$ cat config.mk
export PLATFORM = sky130hd
export DESIGN_NAME = mmio_uart_tx
export DESIGN_NICKNAME = d
export VERILOG_FILES = /design/src/rtl/mmio_uart_tx.sv
export SDC_FILE = /design/constraint.sdc
export NUM_CORES = 1
export LEC_CHECK = 0
export BUFFER_PORTS_ARGS = -buffer_cell sky130_fd_sc_hd__buf_2
export CAP_MARGIN = 20
export CORE_ASPECT_RATIO = 1.2
export CORE_MARGIN = 2
export CORE_UTILIZATION = 40
export DETAILED_ROUTE_END_ITERATION = 8
export GPL_TIMING_DRIVEN = 0
export HOLD_SLACK_MARGIN = 0.1
export PLACE_DENSITY = 0.55
export SYNTH_ARGS = -nofsm -noshare
export SYNTH_HDL_FRONTEND = slang
export SYNTH_SLANG_ARGS = --single-unit
$ cat constraint.sdc
create_clock -name clock -period 4.1 [get_ports clock]
set_clock_uncertainty 0.2 [all_clocks]
set_input_delay 0.41 -clock clock [delete_from_list [all_inputs] [get_ports clock]]
set_output_delay 0.41 -clock clock [all_outputs]
set_load 0.02 [all_outputs]
$ cat src/rtl/mmio_uart_tx.sv
// Memory-mapped 8N1 UART transmitter sitting on the CPU data-memory store bus.
// Claims stores to TX_ADDR/STAT_ADDR, queues bytes in a FIFO and shifts them out LSB first.
module mmio_uart_tx #(
   parameter int          CLKS_PER_BIT = 868,
   parameter int          FIFO_DEPTH   = 16,
   parameter logic [31:0] TX_ADDR      = 32'h0000_8000,
   parameter logic [31:0] STAT_ADDR    = 32'h0000_8001
) (
   input  logic        clock,
   input  logic        reset,
   input  logic [31:0] addr,
   input  logic [31:0] wdata,
   input  logic        wmem,
   output logic        dram_we,
   output logic [31:0] rdata,
   output logic        txd,
   output logic        busy
);

   localparam int PTR_W  = $clog2(FIFO_DEPTH);
   localparam int CNT_W  = PTR_W + 1;
   localparam int BAUD_W = $clog2(CLKS_PER_BIT);
   localparam logic [BAUD_W-1:0] BAUD_LAST = BAUD_W'(CLKS_PER_BIT - 1);
   localparam logic [CNT_W-1:0]  CNT_FULL  = CNT_W'(FIFO_DEPTH);

   typedef enum logic [1:0] {S_IDLE, S_START, S_DATA, S_STOP} state_t;

   state_t            r_state, w_state_nxt;
   logic [BAUD_W-1:0] r_baud, w_baud_nxt;
   logic [2:0]        r_bit, w_bit_nxt;
   logic [7:0]        r_shift, w_shift_nxt;
   logic [7:0]        r_mem [FIFO_DEPTH];
   logic [PTR_W-1:0]  r_wptr, r_rptr;
   logic [CNT_W-1:0]  r_count;
   logic              r_ovf;

   logic w_hit_tx, w_hit_stat, w_push, w_pop, w_accept;
   logic w_empty, w_full, w_baud_last, w_ovf_clr;

   assign w_hit_tx    = (addr == TX_ADDR);
   assign w_hit_stat  = (addr == STAT_ADDR);
   assign w_push      = wmem & w_hit_tx;
   assign w_ovf_clr   = wmem & w_hit_stat & wdata[3];
   assign w_empty     = (r_count == '0);
   assign w_full      = (r_count == CNT_FULL);
   // A pop on the same edge frees the slot, so a full FIFO can still take a push.
   assign w_accept    = w_push & (~w_full | w_pop);
   assign w_baud_last = (r_baud == BAUD_LAST);

   assign dram_we = wmem & ~(w_hit_tx | w_hit_stat);
   assign busy    = (r_state != S_IDLE);
   assign rdata   = w_hit_stat ? {28'b0, r_ovf, busy, w_full, w_empty} : 32'b0;

   always_ff @(posedge clock) begin
      if (reset) begin
         r_wptr  <= '0;
         r_rptr  <= '0;
         r_count <= '0;
         r_ovf   <= 1'b0;
      end else begin
         if (w_accept) r_wptr <= r_wptr + 1'b1;
         if (w_pop)    r_rptr <= r_rptr + 1'b1;
         case ({w_accept, w_pop})
            2'b10:   r_count <= r_count + 1'b1;
            2'b01:   r_count <= r_count - 1'b1;
            default: r_count <= r_count;
         endcase
         if (w_push & ~w_accept) r_ovf <= 1'b1;
         else if (w_ovf_clr)     r_ovf <= 1'b0;
      end
   end

   always_ff @(posedge clock) begin
      if (w_accept) r_mem[r_wptr] <= wdata[7:0];
   end

   always_ff @(posedge clock) begin
      if (reset) begin
         r_state <= S_IDLE;
         r_baud  <= '0;
         r_bit   <= '0;
         r_shift <= '0;
      end else begin
         r_state <= w_state_nxt;
         r_baud  <= w_baud_nxt;
         r_bit   <= w_bit_nxt;
         r_shift <= w_shift_nxt;
      end
   end

   always_comb begin
      w_state_nxt = r_state;
      w_baud_nxt  = r_baud + 1'b1;
      w_bit_nxt   = r_bit;
      w_shift_nxt = r_shift;
      w_pop       = 1'b0;
      case (r_state)
         S_IDLE: begin
            w_baud_nxt = '0;
            if (!w_empty) begin
               w_pop       = 1'b1;
               w_shift_nxt = r_mem[r_rptr];
               w_state_nxt = S_START;
            end
         end
         S_START: begin
            if (w_baud_last) begin
               w_baud_nxt  = '0;
               w_bit_nxt   = '0;
               w_state_nxt = S_DATA;
            end
         end
         S_DATA: begin
            if (w_baud_last) begin
               w_baud_nxt  = '0;
               w_shift_nxt = {1'b0, r_shift[7:1]};
               if (r_bit == 3'd7) w_state_nxt = S_STOP;
               else               w_bit_nxt   = r_bit + 1'b1;
            end
         end
         S_STOP: begin
            // Chain straight into the next start bit so queued frames have no idle gap.
            if (w_baud_last) begin
               w_baud_nxt = '0;
               if (!w_empty) begin
                  w_pop       = 1'b1;
                  w_shift_nxt = r_mem[r_rptr];
                  w_state_nxt = S_START;
               end else begin
                  w_state_nxt = S_IDLE;
               end
            end
         end
         default: w_state_nxt = S_IDLE;
      endcase
   end

   always_comb begin
      case (r_state)
         S_START: txd = 1'b0;
         S_DATA:  txd = r_shift[0];
         default: txd = 1'b1;
      endcase
   end

endmodule
==> metrics.md <==
| Metric | Value |
|---|---|
| CTS clock-pin slew for the worst setup and hold paths | about 0.070 ns |
| Cts repair resizes | 0 |
| Worst Hold Class | in2reg |
| Syn Std Cell Area | about 7500 sq um |
| Gpl congestion | approximately 0.76 |
| 1st-pass router iterations | 4 |
| Post-synth EDFFs | around 130 |
| Antenna violations before repair | 0 |
| Arr. time, crit path | ~3.8 ns |
| IO Pins | roughly 100 |
| TritonCTS Sinks | about 170 |
| Starting DRT DRC Count | 220 |
| Die X | 129 um |
| Max-cap viol count | 0 |
| Period utilization | ~88% |
| Layout Nets | between 600 and 700 |
| Hold WS | between 0.1 and 0.15 ns |
| Count of distinct cell types in the synthesized netlist | 53 |
| Worst Tran Pin Value | ~0.67 ns |
| WS Path Type | reg2reg |
| Vias in the first global route | 4479 |
| Synth async-reset ratio | 0% |
| Primary FF master, synth | edfxtp_1 |
| Input/output buffers | just under 50 |
| Layout cells sized above 1 | 24.7% |
| Worst skew pair latency | between 0.4 and 0.5 ns |
| Wirelength per Cell | about 18 um |
| Peak VDD IR | around 0.00029 V |
| Setup TNS | 0 ns |
| Worst setup SP type | flop |
| Endpoints failing setup | 0 |
| Root Buffer | clkbuf_16 |
| Crit. End Element | flop |
| F_max | roughly 0.28 GHz |
| P&R area growth vs syn | 17.1% |
| Status | completed |
| CTS tree | yes |
| Row count | 55 |
| Mean Syn Cell Area | approximately 15 sq um |
| Power per Cell Area | 410 nW/um^2 |
| Min Tclk post-route | roughly 3.6 ns |
| Die Area | ~20000 sq um |
| Via count | 4337 |
| N_diodes | 0 |
| Via/cell ratio | 5.00 |
| Largest net degree at the start of global routing | 18 |
| Core footprint | approximately 19000 sq um |
| Die height | 154 um |
| Clk buf depth | 2 |
| Htree depth | 4 |
| Crit-path max FO | 17 |
| Required time of the worst setup path | between 4 and 5 ns |
| Initial cell density of the core | between 40% and 50% |
| WL final | 15500 um |
| DRC errors left | 0 |
| Congestion Overflow GR | 0 |
| Total GRT Usage | between 10% and 20% |
| Seq cells post-synth | around 170 |
| Post-route ant nets | 0 |
| Cells after Synth | between 500 and 600 |
| Warnings from Yosys | 0 |
| Fin. max-slew vios | 0 |
| Post-CTS Hold Buffers | 0 |
| Slew headroom | 55.6% |
| Dpl hpwl | ~11000 um |
| Post-CTS setup buffers | 0 |
| Leakage | approximately 0.0031 uW |
| CTS Buf Count | 17 |
| RSZ-0062 raised after global routing | false |
| Final Hold Fails | 0 |
| Sequential share of the synthesized area | about three fifths |
| First-pass GRT wire length | ~24000 um |
==> sequential cells by signal (all words and copies together), names as in the netlist, named ones only <==
| register | count |
|---|---|
| r_mem | 128 |
| r_baud | 10 |
| r_count | 5 |
| r_state | 2 |
| r_rptr | 4 |
| r_bit | 3 |
| r_shift | 8 |
| r_ovf | 1 |
| r_wptr | 4 |
==> critical path, cell delays in order (launching register included) <==
cell	delay, ns
dfxtp_1	0.37
ha_1	0.24
and4b_1	0.27
a41oi_2	0.21
o21ba_4	0.27
nor2_4	0.25
inv_1	0.14
ha_1	0.19
clkbuf_1	0.19
xor2_1	0.18
ha_1	0.20
a21oi_1	0.24
xor2_1	0.11
or3_1	0.31
a21oi_1	0.15
==> report_power, final <==
group	switching [uW]	internal, uW
logic	58.5	35.0
registers	0.000000859	1840
clock network	706	987
total	764	2860
==> worst paths after layout <==
kind / from / end / slack [ns] / cells past startpoint
worst max-delay path: r_baud[0]$_SDFF_PP0_ / r_count[2]$_SDFFE_PP0P_ / 0.49 / 14
worst min-delay path: wmem / r_ovf$_SDFFE_PP0P_ / 0.13 / 3
worst max register to register: r_baud[0]$_SDFF_PP0_ / r_count[2]$_SDFFE_PP0P_ / 0.49 / 14
worst min register to register: r_bit[2]$_SDFFE_PP0P_ / r_bit[2]$_SDFFE_PP0P_ / 0.26 / 2
==> cells in the final DEF (no fill, tap or decap), types with 17 or more instances in the layout <==
cell,instances
and3_1,17
dfxtp_1,41
nand2_1,19
inv_1,18
a21oi_1,20
clkbuf_16,17
buf_2,53
nor2_1,31
conb_1,28
buf_4,28
edfxtp_1,128
==> logic make-up after synthesis <==
group / synth area share [%]
muxes: 13.5
and+or+nand+nor: 9.55
buffers and inverters: 5.67
AOI/OAI and AO/OA: 5.02
adders and majority gates: 2.65
other: 0.0497
xor gates and xnor gates: 1.74
DFF: 61.8
==> stage by stage <==
stage / std cells / worst slack [ns] / instance area (sq um) / power, uW / util [%]
after floorplan: 531 / 0.803 / 7650 / 1920 / -
after global placement: 836 / 0.356 / 8220 / 1960 / 44.1
after detailed placement: 836 / 0.283 / 8220 / 1970 / 44.1
after CTS: 868 / 0.249 / 8850 / 3670 / 47.4
after global routing: 867 / 0.215 / 8840 / 3740 / 47.4
final: 867 / 0.493 / 8840 / 3620 / 47.4
==> synthesized netlist by cell type (10+ instances only) <==
cell | n | area (sq um)
nor2_1 | 31 | 116
clkbuf_1 | 10 | 37.5
nand3_1 | 10 | 50.1
inv_1 | 18 | 67.6
dfxtp_1 | 41 | 821
mux4_2 | 16 | 360
edfxtp_1 | 128 | 3840
and3_1 | 17 | 106
a21oi_1 | 20 | 100
nand2_1 | 19 | 71.3
buf_4 | 28 | 210
mux2i_1 | 14 | 140
mux4_1 | 16 | 420
ha_1 | 16 | 200
==> final cells by class <==
| cell class | count | area (sq um) |
|---|---|---|
| well taps | 256 | 320 |
| clock buffers | 18 | 429 |
| inverters | 19 | 71.3 |
| fillers | 1669 | 9810 |
| plain buffers | 48 | 353 |
| multi-input cells | 294 | 2560 |
| clock inverters | 14 | 200 |
| flip-flops and latches | 169 | 4660 |
| repair buffers | 49 | 245 |
==> metal layers <==
metal	share of wire, %	track usage [%]	vias up
li1	-	-	2080
met1	41	19.9	2149
met2	53	28.5	87
met3	3.3	3.39	21
met4	2.7	8.35	0
met5	0	0	-
Power figures use the tool's default switching activity.
